$ cat src/rtl/cpu_run_ctrl_pkg.sv
// Shared constants for the CPU run/step/halt controller.
// The state encodings are also decoded by the CPU top level and the debug display.
package cpu_run_ctrl_pkg;

    localparam logic [1:0] ST_IDLE      = 2'b00;
    localparam logic [1:0] ST_RUN       = 2'b01;
    localparam logic [1:0] ST_STEP_WAIT = 2'b10;
    localparam logic [1:0] ST_HALTED    = 2'b11;

    localparam int DEF_DEBOUNCE_CYCLES = 16;
    localparam int DEF_CNT_WIDTH       = 16;

endpackage

$ cat src/rtl/cpu_run_ctrl_if.sv
// Board-side bundle of the run controller: divided clock, buttons and halt in,
// CPU enable and status out.
interface cpu_run_ctrl_if
    import cpu_run_ctrl_pkg::*;
#(
    parameter int CNT_WIDTH = DEF_CNT_WIDTH
);
    logic                 SlowClk;
    logic                 BtnRun;
    logic                 BtnStep;
    logic                 Halt;
    logic                 CpuEn;
    logic                 Running;
    logic [CNT_WIDTH-1:0] CycleCount;
    logic [1:0]           StateOut;

    modport master (
        output SlowClk, BtnRun, BtnStep, Halt,
        input  CpuEn, Running, CycleCount, StateOut
    );

    modport slave (
        input  SlowClk, BtnRun, BtnStep, Halt,
        output CpuEn, Running, CycleCount, StateOut
    );
endinterface

$ cat src/rtl/cpu_run_ctrl_btn_debounce.sv
// Push-button conditioner: 2-flop synchronizer, stability counter and a
// one-cycle press event on the debounced 0->1 transition only.
module btn_debounce #(
    parameter int DEBOUNCE_CYCLES = 16
) (
    input  logic clk,
    input  logic rst,
    input  logic btn_raw,
    output logic press
);
    localparam int CW = $clog2(DEBOUNCE_CYCLES + 1);

    logic          sync1_q, sync1_d;
    logic          sync2_q, sync2_d;
    logic          level_q, level_d;
    logic          level_dly_q, level_dly_d;
    logic          press_q, press_d;
    logic [CW-1:0] cnt_q, cnt_d;

    // Any sample agreeing with the debounced level restarts the qualification.
    always_comb begin
        sync1_d     = btn_raw;
        sync2_d     = sync1_q;
        level_d     = level_q;
        cnt_d       = '0;
        level_dly_d = level_q;
        press_d     = level_q & ~level_dly_q;
        if (sync2_q != level_q) begin
            if (cnt_q == CW'(DEBOUNCE_CYCLES - 1)) begin
                level_d = ~level_q;
            end else begin
                cnt_d = cnt_q + CW'(1);
            end
        end
    end

    always_ff @(posedge clk or posedge rst) begin
        if (rst) begin
            sync1_q     <= 1'b0;
            sync2_q     <= 1'b0;
            level_q     <= 1'b0;
            level_dly_q <= 1'b0;
            press_q     <= 1'b0;
            cnt_q       <= '0;
        end else begin
            sync1_q     <= sync1_d;
            sync2_q     <= sync2_d;
            level_q     <= level_d;
            level_dly_q <= level_dly_d;
            press_q     <= press_d;
            cnt_q       <= cnt_d;
        end
    end

    assign press = press_q;

endmodule

$ cat src/rtl/cpu_run_ctrl.sv
// Turns the divided clock into a single-cycle CPU enable, gated by a
// run/step/halt FSM driven by two debounced buttons and the core halt flag.
module cpu_run_ctrl
    import cpu_run_ctrl_pkg::*;
#(
    parameter int DEBOUNCE_CYCLES = DEF_DEBOUNCE_CYCLES,
    parameter int CNT_WIDTH       = DEF_CNT_WIDTH
) (
    input  logic          Clkin,
    input  logic          Rst,
    cpu_run_ctrl_if.slave bus
);
    logic run_press;
    logic step_press;

    btn_debounce #(.DEBOUNCE_CYCLES(DEBOUNCE_CYCLES)) u_run_btn (
        .clk     (Clkin),
        .rst     (Rst),
        .btn_raw (bus.BtnRun),
        .press   (run_press)
    );

    btn_debounce #(.DEBOUNCE_CYCLES(DEBOUNCE_CYCLES)) u_step_btn (
        .clk     (Clkin),
        .rst     (Rst),
        .btn_raw (bus.BtnStep),
        .press   (step_press)
    );

    logic                 slow_s1_q, slow_s1_d;
    logic                 slow_s2_q, slow_s2_d;
    logic                 slow_s3_q, slow_s3_d;
    logic                 tick_q, tick_d;
    logic [1:0]           state_q, state_d;
    logic                 cpu_en_q, cpu_en_d;
    logic                 running_q, running_d;
    logic [CNT_WIDTH-1:0] count_q, count_d;

    // The tick is registered like the button press events, so both event
    // kinds reach the FSM with the same pipeline alignment.
    always_comb begin
        slow_s1_d = bus.SlowClk;
        slow_s2_d = slow_s1_q;
        slow_s3_d = slow_s2_q;
        tick_d    = slow_s2_q & ~slow_s3_q;
    end

    always_comb begin
        state_d  = state_q;
        cpu_en_d = 1'b0;
        case (state_q)
            ST_IDLE: begin
                if (run_press)       state_d = ST_RUN;
                else if (step_press) state_d = ST_STEP_WAIT;
            end
            ST_RUN: begin
                if (bus.Halt)       state_d = ST_HALTED;
                else if (run_press) state_d = ST_IDLE;
                else if (tick_q)    cpu_en_d = 1'b1;
            end
            ST_STEP_WAIT: begin
                if (bus.Halt)       state_d = ST_HALTED;
                else if (run_press) state_d = ST_RUN;
                else if (tick_q) begin
                    cpu_en_d = 1'b1;
                    state_d  = ST_IDLE;
                end
            end
            ST_HALTED: begin
                if (run_press && !bus.Halt) state_d = ST_IDLE;
            end
            default: state_d = ST_IDLE;
        endcase
        count_d   = cpu_en_d ? count_q + CNT_WIDTH'(1) : count_q;
        running_d = (state_d == ST_RUN);
    end

    always_ff @(posedge Clkin or posedge Rst) begin
        if (Rst) begin
            slow_s1_q <= 1'b0;
            slow_s2_q <= 1'b0;
            slow_s3_q <= 1'b0;
            tick_q    <= 1'b0;
            state_q   <= ST_IDLE;
            cpu_en_q  <= 1'b0;
            running_q <= 1'b0;
            count_q   <= '0;
        end else begin
            slow_s1_q <= slow_s1_d;
            slow_s2_q <= slow_s2_d;
            slow_s3_q <= slow_s3_d;
            tick_q    <= tick_d;
            state_q   <= state_d;
            cpu_en_q  <= cpu_en_d;
            running_q <= running_d;
            count_q   <= count_d;
        end
    end

    assign bus.CpuEn      = cpu_en_q;
    assign bus.Running    = running_q;
    assign bus.CycleCount = count_q;
    assign bus.StateOut   = state_q;

endmodule
$ cat src/flat_wrapper.sv
// flat-port wrapper written by rule: the top's interface ports become plain ports
module cpu_run_ctrl_flat import cpu_run_ctrl_pkg::*;
#(
    parameter int DEBOUNCE_CYCLES = DEF_DEBOUNCE_CYCLES,
    parameter int CNT_WIDTH       = DEF_CNT_WIDTH
)
  (Clkin, Rst, bus_SlowClk, bus_BtnRun, bus_BtnStep, bus_Halt, bus_CpuEn, bus_Running, bus_CycleCount, bus_StateOut);
  cpu_run_ctrl_if #(.CNT_WIDTH(CNT_WIDTH)) bus_i ();
  input  logic Clkin;
  input  logic Rst;
  input wire logic [$bits(bus_i.SlowClk)-1:0] bus_SlowClk;
  input wire logic [$bits(bus_i.BtnRun)-1:0] bus_BtnRun;
  input wire logic [$bits(bus_i.BtnStep)-1:0] bus_BtnStep;
  input wire logic [$bits(bus_i.Halt)-1:0] bus_Halt;
  output wire logic [$bits(bus_i.CpuEn)-1:0] bus_CpuEn;
  output wire logic [$bits(bus_i.Running)-1:0] bus_Running;
  output wire logic [$bits(bus_i.CycleCount)-1:0] bus_CycleCount;
  output wire logic [$bits(bus_i.StateOut)-1:0] bus_StateOut;
  assign bus_i.SlowClk = bus_SlowClk;
  assign bus_i.BtnRun = bus_BtnRun;
  assign bus_i.BtnStep = bus_BtnStep;
  assign bus_i.Halt = bus_Halt;
  assign bus_CpuEn = bus_i.CpuEn;
  assign bus_Running = bus_i.Running;
  assign bus_CycleCount = bus_i.CycleCount;
  assign bus_StateOut = bus_i.StateOut;
  cpu_run_ctrl #(.DEBOUNCE_CYCLES(DEBOUNCE_CYCLES), .CNT_WIDTH(CNT_WIDTH)) u_core (.Clkin(Clkin), .Rst(Rst), .bus(bus_i));
endmodule
$ cat config.mk
export PLATFORM = sky130hd
export DESIGN_NAME = cpu_run_ctrl_flat
export DESIGN_NICKNAME = d
export VERILOG_FILES = /design/src/rtl/cpu_run_ctrl_pkg.sv /design/src/rtl/cpu_run_ctrl_if.sv /design/src/rtl/cpu_run_ctrl_btn_debounce.sv /design/src/rtl/cpu_run_ctrl.sv /design/src/flat_wrapper.sv
export SDC_FILE = /design/constraint.sdc
export NUM_CORES = 1
export LEC_CHECK = 0
export ABC_AREA = 1
export CELL_PAD_IN_SITES_DETAIL_PLACEMENT = 0
export CELL_PAD_IN_SITES_GLOBAL_PLACEMENT = 2
export CORE_AREA = 2 2 84 86
export CTS_CLUSTER_SIZE = 10
export DETAILED_ROUTE_END_ITERATION = 8
export DIE_AREA = 0 0 86 88
export PLACE_DENSITY_LB_ADDON = 0.3
export REMOVE_ABC_BUFFERS = 1
export SETUP_SLACK_MARGIN = 0.1
export SLEW_MARGIN = 25
export SYNTH_ARGS = -nofsm -noshare
export SYNTH_HDL_FRONTEND = slang
export SYNTH_SLANG_ARGS = --single-unit
$ cat constraint.sdc
create_clock -name Clkin -period 1.55 [get_ports Clkin]
set_input_delay 0.155 -clock Clkin [delete_from_list [all_inputs] [get_ports Clkin]]
set_output_delay 0.155 -clock Clkin [all_outputs]
set_load 0.01 [all_outputs]
==> results.json, run 1 <==
{
  "status": "finished clean",
  "route.layer.met1.wl_um": 1760,
  "drv_slew": 0,
  "hp-class": "in -> async",
  "drive_gt1_share_pct": 20.6,
  "syn_to_final_growth_pct": 36.2,
  "synthCells": 203,
  "dr_wl_met3_um": 137,
  "worst_r2r_startpoint": "u_core.bus.StateOut[0]$_DFF_PP0_",
  "numCtsBuffers": 5,
  "synth_edf_count": 0,
  "routedWlPerCell_um": 10.9,
  "syn_area_um2": 1940,
  "max_slew_margin_pct": 79.8,
  "final_core_util_pct": 39.8,
  "timing.final.ws_setup_ns": 0.132,
  "io_buffers": 25,
  "critPathKind": "reg -> reg",
  "finClkSkew_ns": 0.00613,
  "crit_path_max_fanout": 4,
  "clock_latency_ns": 0.30,
  "synth_seq_area_share_pct": 56.7,
  "drcViolationCount": 0,
  "io_pins": 26,
  "insertedDiodeCount": 0,
  "layout_common_cells": "dfrtp_1, nand2_1, inv_1",
  "cts_tree": "built",
  "fp.dieW_um": 86,
  "detail-route-antenna-nets": 0,
  "finalWirelength_um": 3680,
  "drtIter0Drc": 72,
  "clkSinkCount": 44,
  "layout_commonest_cell": "dfrtp_1",
  "pwr_density_cell_nw_per_um2": 1260,
  "rows": 30,
  "via_per_inst": 4.18,
  "cts-root-buf": "clkbuf_8",
  "p_leak_uw": 0.00134,
  "top_layer_used": "met4",
  "antenna_found_initial": 0,
  "clk_path_buf_depth": 2,
  "cap_violations": 0,
  "hold_viol_final": 0,
  "fmax_mhz": 705,
  "grt_overflow_total": 0,
  "dr_wl_met2_um": 1690,
  "end_kind": "flop",
  "vias": 1410,
  "grt_pass1_wl_um": 6350,
  "first_pass_iters": 4,
  "ys_ff_latch": 44,
  "critPathRequiredTime_ns": 1.75,
  "setup_viol": 0,
  "setup.worst_path.start": "u_core.bus.StateOut[0]$_DFF_PP0_",
  "power.total_uw": 3330,
  "avgSynthCellArea_um2": 9.56,
  "grtUsageTotal_pct": 10.9,
  "dp_slack_ns": 0.0415,
  "dieArea_um2": 7570,
  "nFillCells": 654,
  "timing.setup.tns_ns": 0,
  "place.gp.congestion": 0.710,
  "synth_flop_cell": "dfrtp_1",
  "die_h_um": 88,
  "h-tree-depth": 2,
  "layout.nets": 269,
  "layout_worst_path_cycle_share_pct": 91.5,
  "start_util_pct": 29.2,
  "ctsHoldBuffers": 0,
  "ys_async_sr_fraction_pct": 100,
  "critPathLaunchType": "flop",
  "yosys_warnings": 0,
  "coreArea_um2": 6640,
  "timing.hold.ws_ns": 0.183,
  "arrival_ns": 1.62,
  "grt_max_degree": 45,
  "rrSetupSlack_ns": 0.13,
  "peakVddDrop_mv": 0.518,
  "grt_pass1_vias": 1366,
  "ys_types": 21,
  "rsz0062_at_grt": "yes",
  "dp_hpwl_um": 2580,
  "tightestPinTransition_ns": 0.301,
  "clkTransAtPathRegs_ns": 0.09,
  "layout_min_cycle_time_ns": 1.42
}
report_power, final:
part           switching (uW)  leakage (uW)  internal [uW]
registers                87.2      0.000566           1280
logic                     538      0.000715            524
clock network             413     0.0000583            486
cell usage after synthesis, types with 2 or more instances:
master	count	share of area, %
o21ai_0	6	1.5
ha_1	7	4.5
nor3_1	3	0.77
nand4_1	4	1.3
a21oi_1	6	1.5
inv_1	28	5.4
and3_1	2	0.64
nand2_2	3	0.97
nand2_1	40	7.7
xnor2_1	6	2.7
xor2_1	9	4.1
dfrtp_1	44	57
nand3_1	10	2.6
nor2_1	24	4.6
inv_2	3	0.58
nor2_4	3	1.7
metal layers:
metal	global-route usage (%)	vias to the layer above
li1	-	739
met1	14.1	642
met2	16.9	22
met3	2.36	7
met4	6.49	0
met5	0	-
logic make-up after synthesis:
kind of cell	after synthesis	share of synthesized area, %
AOI/OAI and AO/OA	13	3.48
xor gates and xnor gates	15	6.77
adders and majority gates	7	4.51
buffers and inverters	31	6.00
DFF	44	56.7
and+or+nand+nor	93	22.5
final timing paths:
kind                                                          to  depth (start not counted)
setup reg to reg           u_core.bus.CycleCount[13]$_DFFE_PP0P_                          9
setup / recovery           u_core.bus.CycleCount[13]$_DFFE_PP0P_                          9
max in group asynchronous   u_core.bus.CycleCount[3]$_DFFE_PP0P_                          3
hold / removal                        u_core.slow_s1_q$_DFF_PP0_                          3
min in group Clkin            u_core.u_run_btn.sync1_q$_DFF_PP0_                          1
hold reg to reg              u_core.u_step_btn.sync2_q$_DFF_PP0_                          0
flip-flops by register name, summed over array words and instances, names as in the netlist, 2 cells and up:
signal	cells
u_core.bus.CycleCount	16
u_core.u_run_btn.cnt_q	5
u_core.u_step_btn.cnt_q	5
u_core.bus.StateOut	2
critical path, stage by stage, from the launching register on:
cell,delay [ns]
dfrtp_1,0.36
inv_2,0.07
ha_4,0.27
nand2_4,0.06
nor2_4,0.12
nand3_4,0.11
nor2_4,0.17
nand3_2,0.08
nand2_1,0.06
inv_1,0.04
final cells by class:
class	instances	area [um^2]	area share [%]
clock buffers	5	68.8	2.60
repair buffers	46	425	16.1
multi-input cells	128	782	29.6
clock inverters	3	47.5	1.80
inverters	31	116	4.40
well taps	80	100	3.79
flip-flops and latches	44	1100	41.7
through the flow:
stage / std cells / cell area (um^2)
finish: 337 / 2640
global route: 337 / 2640
CTS: 327 / 2520
detailed placement: 313 / 2340
global placement: 313 / 2340
floorplan: 203 / 1940
timing repair:
action / 4_1_cts / 5_1_grt
hold endpoints to repair: 0 / 0
pin swaps: 0 / 7
endpoints found under the setup margin: 15 / 17
gates resized for setup: 11 / 11
setup buffers: 6 / 10
No activity file was read; power rests on OpenSTA's default activity.
==> run 2: changes to the inputs <==
--- a/config.mk
+++ b/config.mk
@@ -6,12 +6,13 @@
 export NUM_CORES = 1
 export LEC_CHECK = 0
 export ABC_AREA = 1
+export CAP_MARGIN = 25
 export CELL_PAD_IN_SITES_DETAIL_PLACEMENT = 0
 export CELL_PAD_IN_SITES_GLOBAL_PLACEMENT = 2
-export CORE_AREA = 2 2 84 86
+export CORE_AREA = 2 2 92 94
 export CTS_CLUSTER_SIZE = 10
 export DETAILED_ROUTE_END_ITERATION = 8
-export DIE_AREA = 0 0 86 88
+export DIE_AREA = 0 0 94 96
 export PLACE_DENSITY_LB_ADDON = 0.3
 export REMOVE_ABC_BUFFERS = 1
 export SETUP_SLACK_MARGIN = 0.1
==> results.json, run 2 (synthesized netlist as in run 1, its figures left out) <==
{
  "status": "finished clean",
  "fp.dieW_um": 94,
  "rsz0062_at_grt": "yes",
  "hold_viol_final": 0,
  "crit_path_frequent_cell": "nand2_1",
  "clock_latency_ns": 0.30,
  "top_layer_used": "met4",
  "critPathSlowestCell": "dfrtp_1",
  "drive_gt1_share_pct": 19.5,
  "finClkSkew_ns": 0.0146,
  "end_kind": "flop",
  "cts-root-buf": "clkbuf_8",
  "clkTransAtPathRegs_ns": 0.09,
  "layout_common_cells": "dfrtp_1, nand2_1, inv_1",
  "first_pass_iters": 4,
  "cap_violations": 0,
  "vias": 1421,
  "final_core_util_pct": 33.3,
  "syn_to_final_growth_pct": 38.2,
  "h-tree-depth": 2,
  "place.gp.congestion": 0.745,
  "drcViolationCount": 0,
  "numCtsBuffers": 5,
  "layout_min_cycle_time_ns": 1.39,
  "largest_reg_flops": 16,
  "layout_commonest_cell": "dfrtp_1",
  "cts_tree": "built",
  "arrival_ns": 1.58,
  "grt_pass1_wl_um": 6800,
  "setup_viol": 0,
  "drtIter0Drc": 47,
  "grt_max_degree": 15,
  "io_buffers": 25,
  "finalWirelength_um": 3920,
  "dp_hpwl_um": 2990,
  "crit_path_max_fanout": 4,
  "dieArea_um2": 9020,
  "io_pins": 26,
  "route.layer.met1.wl_um": 1810,
  "timing.setup.tns_ns": 0,
  "detail-route-antenna-nets": 0,
  "grt_pass1_vias": 1427,
  "dr_wl_met3_um": 122,
  "grt_overflow_total": 0,
  "layout_worst_path_cycle_share_pct": 89.6,
  "nFillCells": 854,
  "dr_wl_met2_um": 1920,
  "clk_path_buf_depth": 2,
  "tightestPinTransition_ns": 0.453,
  "drv_slew": 0,
  "die_h_um": 96,
  "routedWlPerCell_um": 10.8,
  "antenna_found_initial": 0,
  "coreArea_um2": 8050,
  "hp-class": "in -> async",
  "p_leak_uw": 0.00138,
  "layout.nets": 269,
  "max_slew_margin_pct": 69.6,
  "fmax_mhz": 720,
  "slowest_delay_ns": 0.36,
  "ctsHoldBuffers": 0,
  "critPathKind": "reg -> reg",
  "critPathLaunchType": "flop",
  "crit_chain": "inv_2 -> ha_4 -> nand2_4 -> nor2_4 -> nand3_4 -> nor2_4 -> nand2_1 -> nand2_1 -> nand2_1",
  "insertedDiodeCount": 0,
  "clkSinkCount": 44,
  "peakVddDrop_mv": 0.440,
  "rows": 33,
  "grtUsageTotal_pct": 9.87,
  "start_util_pct": 24.1,
  "pwr_density_cell_nw_per_um2": 1240,
  "via_per_inst": 3.93,
  "critPathRequiredTime_ns": 1.74
}
## run 2: what timing repair did
item | CTS | global route
setup endpoints to repair | 16 | 23
gates resized for setup | 8 | 14
hold endpoints to repair | 0 | 0
buffers inserted | 5 | 9
pin swaps | 2 | 8
## run 2: critical path, delay by kind of cell, from the launching register on
kind                       cells  cell delay [ns]
buffers and inverters          1             0.07
adders and majority gates      1             0.27
DFF                            1             0.36
and+or+nand+nor                7             0.58
## run 2: final timing paths
kind | from | to | slack, ns | depth (start not counted)
max in group asynchronous | Rst | u_core.u_step_btn.level_dly_d$_DFFE_PP0P_ | 0.89 | 4
hold / removal | Rst | u_core.bus.CpuEn$_DFF_PP0_ | 0.11 | 2
setup reg to reg | u_core.bus.StateOut[0]$_DFF_PP0_ | u_core.bus.CycleCount[15]$_DFFE_PP0P_ | 0.16 | 9
hold reg to reg | u_core.u_run_btn.sync1_q$_DFF_PP0_ | u_core.u_run_btn.sync2_q$_DFF_PP0_ | 0.35 | 0
min in group Clkin | bus_BtnRun | u_core.u_run_btn.sync1_q$_DFF_PP0_ | 0.30 | 1
setup / recovery | u_core.bus.StateOut[0]$_DFF_PP0_ | u_core.bus.CycleCount[15]$_DFFE_PP0P_ | 0.16 | 9
## run 2: final cells by class
| cell class | instances | area, um^2 | area share (%) |
|---|---|---|---|
| flip-flops and latches | 44 | 1100 | 41.2 |
| clock inverters | 2 | 35.0 | 1.31 |
| repair buffers | 46 | 458 | 17.1 |
| multi-input cells | 128 | 764 | 28.5 |
| clock buffers | 6 | 72.6 | 2.71 |
| well taps | 105 | 131 | 4.90 |
| inverters | 31 | 116 | 4.34 |
## run 2: metrics by stage
| stage | cells | hold WS [ns] | instance area, um^2 | power (uW) | setup slack [ns] |
|---|---|---|---|---|---|
| floorplan | 203 | 0.186 | 1940 | 1890 | -0.0397 |
| global placement | 340 | 0.334 | 2410 | 2330 | 0.0499 |
| detailed placement | 340 | 0.336 | 2410 | 2320 | 0.0443 |
| CTS | 353 | 0.121 | 2580 | 3250 | 0.0684 |
| global route | 362 | 0.123 | 2680 | 3550 | 0.0590 |
| finish | 362 | 0.110 | 2680 | 3310 | 0.161 |
## run 2: per-layer routing
layer / vias up / GRT usage, %
met5: - / 0
met2: 18 / 16.7
li1: 739 / -
met1: 659 / 12.1
met3: 5 / 2.66
met4: 0 / 3.62
## run 2: where the power goes
| group | total (uW) | internal, uW | switching, uW |
|---|---|---|---|
| Combinational | 1090 | 539 | 548 |
| Sequential | 1370 | 1280 | 83.3 |
| Clock | 861 | 479 | 382 |
| Total | 3310 | 2300 | 1010 |
